**src/rtl/rotary_counter.sv**
```systemverilog
// rtl/rotary_counter.sv - debounced quadrature decoder driving a wrapping 4-bit up/down count
//
// Ports:
//   clk      system clock, all state on rising edge
//   rst_n    asynchronous active-low reset
//   enc_a    encoder channel A (asynchronous)
//   enc_b    encoder channel B (asynchronous)
//   btn      push-button, active-high (asynchronous); rising edge clears the count
//   counter  current count 0..15
//   step     one-cycle pulse when counter moves due to rotation
//   dir      direction of the last step, 1 = up (CW)
//   err      sticky illegal-transition flag, cleared by the button
module rotary_counter #(
  parameter int DB_CYCLES  = 4,
  parameter int DETENT_DIV = 4
) (
  input  logic       clk,
  input  logic       rst_n,
  input  logic       enc_a,
  input  logic       enc_b,
  input  logic       btn,
  output logic [3:0] counter,
  output logic       step,
  output logic       dir,
  output logic       err
);

  localparam logic [3:0]        DBC_LAST    = 4'(DB_CYCLES - 1);
  localparam logic [4:0]        SETTLE_LAST = 5'(DB_CYCLES + 2);
  localparam logic signed [2:0] ACC_MAX     = 3'(DETENT_DIV - 1);
  localparam logic signed [2:0] ACC_MIN     = -ACC_MAX;

  // Channel index: 0 = enc_a, 1 = enc_b, 2 = btn.
  logic [2:0]       sync1_q, sync1_d;
  logic [2:0]       sync2_q, sync2_d;
  logic [2:0]       filt_q, filt_d;
  logic [2:0][3:0]  dbc_q, dbc_d;
  logic [4:0]       settle_q, settle_d;
  logic             armed_q, armed_d;
  logic [1:0]       prev_q, prev_d;
  logic             btn_prev_q, btn_prev_d;
  logic signed [2:0] acc_q, acc_d;
  logic [3:0]       counter_q, counter_d;
  logic             step_q, step_d;
  logic             dir_q, dir_d;
  logic             err_q, err_d;

  logic [1:0] cur;
  logic [1:0] pos_cur;
  logic [1:0] pos_prev;
  logic [1:0] delta;
  logic       clr;

  always_comb begin
    sync1_d = {btn, enc_b, enc_a};
    sync2_d = sync1_q;
    filt_d  = filt_q;
    dbc_d   = dbc_q;
    for (int i = 0; i < 3; i++) begin
      if (sync2_q[i] == filt_q[i]) begin
        dbc_d[i] = 4'd0;
      end else if (dbc_q[i] == DBC_LAST) begin
        filt_d[i] = sync2_q[i];
        dbc_d[i]  = 4'd0;
      end else begin
        dbc_d[i] = dbc_q[i] + 4'd1;
      end
    end
  end

  // The settle window outlasts the sync + debounce latency so prev has
  // captured the real pin state before the first comparison is made.
  always_comb begin
    settle_d = settle_q;
    armed_d  = armed_q;
    if (!armed_q) begin
      if (settle_q == SETTLE_LAST) begin
        armed_d = 1'b1;
      end else begin
        settle_d = settle_q + 5'd1;
      end
    end
  end

  always_comb begin
    // Gray -> binary position: 00,01,11,10 -> 0,1,2,3, so CW is +1 mod 4.
    cur      = {filt_q[0], filt_q[1]};
    pos_cur  = {cur[1], cur[1] ^ cur[0]};
    pos_prev = {prev_q[1], prev_q[1] ^ prev_q[0]};
    delta    = pos_cur - pos_prev;
    clr      = filt_q[2] & ~btn_prev_q;

    prev_d     = cur;
    btn_prev_d = filt_q[2];
    counter_d  = counter_q;
    acc_d      = acc_q;
    step_d     = 1'b0;
    dir_d      = dir_q;
    err_d      = err_q;

    // Clear wins over anything decoded in the same cycle.
    if (clr) begin
      counter_d = 4'd0;
      acc_d     = 3'sd0;
      err_d     = 1'b0;
    end else if (armed_q) begin
      case (delta)
        2'd1: begin
          if (acc_q == ACC_MAX) begin
            counter_d = counter_q + 4'd1;
            acc_d     = 3'sd0;
            step_d    = 1'b1;
            dir_d     = 1'b1;
          end else begin
            acc_d = acc_q + 3'sd1;
          end
        end
        2'd3: begin
          if (acc_q == ACC_MIN) begin
            counter_d = counter_q - 4'd1;
            acc_d     = 3'sd0;
            step_d    = 1'b1;
            dir_d     = 1'b0;
          end else begin
            acc_d = acc_q - 3'sd1;
          end
        end
        2'd2: err_d = 1'b1;
        default: ;
      endcase
    end
  end

  always_ff @(posedge clk or negedge rst_n) begin
    if (!rst_n) begin
      sync1_q    <= '0;
      sync2_q    <= '0;
      filt_q     <= '0;
      dbc_q      <= '0;
      settle_q   <= '0;
      armed_q    <= 1'b0;
      prev_q     <= '0;
      btn_prev_q <= 1'b0;
      acc_q      <= 3'sd0;
      counter_q  <= 4'd0;
      step_q     <= 1'b0;
      dir_q      <= 1'b1;
      err_q      <= 1'b0;
    end else begin
      sync1_q    <= sync1_d;
      sync2_q    <= sync2_d;
      filt_q     <= filt_d;
      dbc_q      <= dbc_d;
      settle_q   <= settle_d;
      armed_q    <= armed_d;
      prev_q     <= prev_d;
      btn_prev_q <= btn_prev_d;
      acc_q      <= acc_d;
      counter_q  <= counter_d;
      step_q     <= step_d;
      dir_q      <= dir_d;
      err_q      <= err_d;
    end
  end

  assign counter = counter_q;
  assign step    = step_q;
  assign dir     = dir_q;
  assign err     = err_q;

endmodule

```
**config.mk**
```make
export PLATFORM = sky130hd
export DESIGN_NAME = rotary_counter
export DESIGN_NICKNAME = d
export VERILOG_FILES = /design/src/rtl/rotary_counter.sv
export SDC_FILE = /design/constraint.sdc
export NUM_CORES = 1
export LEC_CHECK = 0
export CAP_MARGIN = 0
export CORE_UTILIZATION = 52
export DETAILED_ROUTE_END_ITERATION = 6
export GPL_TIMING_DRIVEN = 0
export MAX_ROUTING_LAYER = met4
export PLACE_DENSITY = 0.74
export SETUP_SLACK_MARGIN = 0.4
export SLEW_MARGIN = 30
export SYNTH_ARGS = -nofsm -noshare
export SYNTH_HDL_FRONTEND = slang
export SYNTH_SLANG_ARGS = --single-unit
```
**constraint.sdc**
```tcl
create_clock -name clk -period 2.2 [get_ports clk]
set_input_delay 0.33 -clock clk [delete_from_list [all_inputs] [get_ports clk]]
set_output_delay 0.33 -clock clk [all_outputs]
set_load 0.01 [all_outputs]
```
==> impl_metrics.yaml <==
placed_design:
  gp_congestion: 0.812
  place_inst: 201
  place.detailed.hpwl_microns: 1920
  dpl-instance-area_sq_um: 1970
  numPortBuffers: 11
  pre_cts_ws_ps: -157
worst_setup_path:
  end_kind: "flop"
  crit_fanout: 3
  required_ps: 2470
  worstSetupStartpointType: "flop"
  critPathArrivalTime_ps: 2460
  critPathKind: "reg -> reg"
floorplanning:
  coreArea_sq_um: 3150
  row_count: 20
  ioPinCount: 12
  die_w_microns: 60.5
  die_h_microns: 60.5
  start_util_pct: 56.5
  die_area_sq_um: 3660
grt:
  grt_pass1_vias: 1174
  globalRouteOverflowTotal: 0
  grtUsageMet1_pct: 19.1
  grt_pass1_wl_microns: 4790
  global_route.usage.met3_pct: 6.40
  grt-busiest-layer: "met2"
  grt.total_usage_pct: 18.9
  grt_max_degree: 30
  grtUsageMet2_pct: 33.3
  antenna_found_initial: 0
timing:
  tns_ps: 0
  fin_ws_ps: 12.5
  slew_violations: 0
  setup-violations-final: 0
  period_needed_ps: 2190
  tightestPinTransition_ps: 603
  clock_skew_ps: 11.4
  clock.fmax_mhz: 457
  relSlewSlack_pct: 59.7
  hold_violations: 0
  rsz0062_at_grt: "true"
  post-route-period-util_pct: 99.4
clocking:
  clock_path_buffers: 2
  cts_tree: "done"
  clk_pin_slew_ps: 120
  htree_levels: 2
  cts_buffers: 5
  clk_latency_ps: 350
  cts_root_buffer: "clkbuf_4"
  clkSinkCount: 40
drt:
  wl_microns: 2790
  drtIter0Drc: 32
  via_per_inst: 5.27
  dr_total_vias: 1155
  dr.pass1.iters: 4
  antenna_left: 0
  drt-wirelength-per-cell_microns: 12.7
  drc_errors: 0
synth:
  synth_seq_cells: 40
  synth_cell_types: 33
  async_reset_ff_share_pct: 100
  synth_flop_cell: "dfrtp_1"
  syn_area_sq_um: 1780
  synth-edff-count: 0
  yosysWarnings: 0
  syn_avg_cell_area_sq_um: 12.3
  synth_top_area_cell: "dfrtp_1"
  synth.area.top_cells: "dfrtp_1, ha_1, xnor2_1"
  yosysMostFrequentCell: "dfrtp_1"
  syn_nets: 160
  synth_top_cells_by_count: "dfrtp_1, ha_1, xnor2_1"
  synth_seq_area_share_pct: 56.2
  postSynthCellCount: 145
  synth_top_area_share_pct: 54.8
final_layout:
  diodes: 0
  layoutNonFillerInstCount: 219
  fin_util_pct: 67.7
  syn_to_final_growth_pct: 19.8
  fill_cells: 235
  nets: 189
  drive_above_1_share_pct: 20.0
  design_area_sq_um: 2130
hold_path:
  hp-class: "reg -> reg"
power_and_ir_drop:
  p_per_area_nw_per_um2: 1580
  ir_drop_uv: 649
  power.leakage_nw: 0.939
run_status:
  status: "finished clean"
job:
  max-cap-violations: 0
## placed cells by master, fill, tap and decap left out, types with 2 or more instances in the layout
cell type	instances
a21oi_1	7
a31oi_1	2
buf_4	8
clkbuf_4	5
clkdlybuf4s50_1	10
dfrtp_1	37
dfrtp_2	2
ha_1	9
inv_1	6
mux2_2	4
mux2i_1	3
nand2_1	5
nand2b_1	5
nand3_1	3
nand3b_1	4
nor2_1	8
nor2b_1	5
nor3_1	4
nor3b_1	5
o21ai_0	3
xnor2_1	8
xor2_1	6
## registers in the layout, indices dropped and copies added (netlist names)
signal      count
sync2_q         3
dbc_q          12
err             1
settle_q        5
btn_prev_q      1
acc_q           3
step            1
armed_q         1
sync1_q         3
prev_q          2
counter         4
filt_q          3
dir             1
## layout make-up
cell class                 instances  area, sq um  area share, %
clock buffer                       7         55.1           2.58
clock inverter                     1         7.51          0.352
inverter                           6         22.5           1.06
multi-input combinational         99          783           36.7
sequential                        40         1000           47.1
tap                               44         55.1           2.58
timing repair buffer              22          206           9.67
## metrics by stage
stage / total power, W / hold slack, ps
after floorplan: 0.00224 / 34.4
after global placement: 0.00254 / 333
after detailed placement: 0.00260 / 230
after CTS: 0.00318 / 363
after global routing: 0.00362 / 367
final: 0.00336 / 358
## logic make-up after synthesis
logic type	share of synthesized area, %
flops	56.3
fa+ha+maj	7.02
mux	5.06
buf+inv	1.26
compound gates	5.90
xor+xnor	8.71
simple gates	15.8
## repair_timing
item | 4_1_cts | 5_1_grt
endpoints found under the hold margin | 10 | 0
hold buffers | 1 | 0
pin swaps | 2 | 3
resized for setup | 2 | 5
setup buffers | 5 | 4
setup endpoints to repair | 8 | 9
## worst paths after layout
path                                  from    endpoint  slack [ps]  depth (start not counted)
worst max-delay path             filt_q[0]  counter[3]          10                          8
worst min-delay path            sync1_q[0]  sync2_q[0]         360                          0
worst max register to register   filt_q[0]  counter[3]          10                          8
worst min register to register  sync1_q[0]  sync2_q[0]         360                          0
max in group asynchronous            rst_n   filt_q[1]        1380                          3
min in group asynchronous            rst_n    dbc_q[0]         380                          2
## routing by layer
layer | vias up | part of all wire (%)
li1 | 557 | -
met1 | 572 | 42
met2 | 21 | 52
met3 | 5 | 3.9
met4 | 0 | 1.8
met5 | - | 0
## critical path, stage by stage, from the launching register on
cell and delay, ps:
dfrtp_2 450, xnor2_2 150, ha_1 160, xnor3_2 290, buf_4 170, mux2_4 300, nor3_4 140, or3b_1 360
o21ai_1 80
## report_power, final
part	internal, W	switching (W)
logic	0.000997	0.000895
clock network	0.000157	0.000231
registers	0.000934	0.000151
Note: power is estimated with default switching activity, not from simulation.
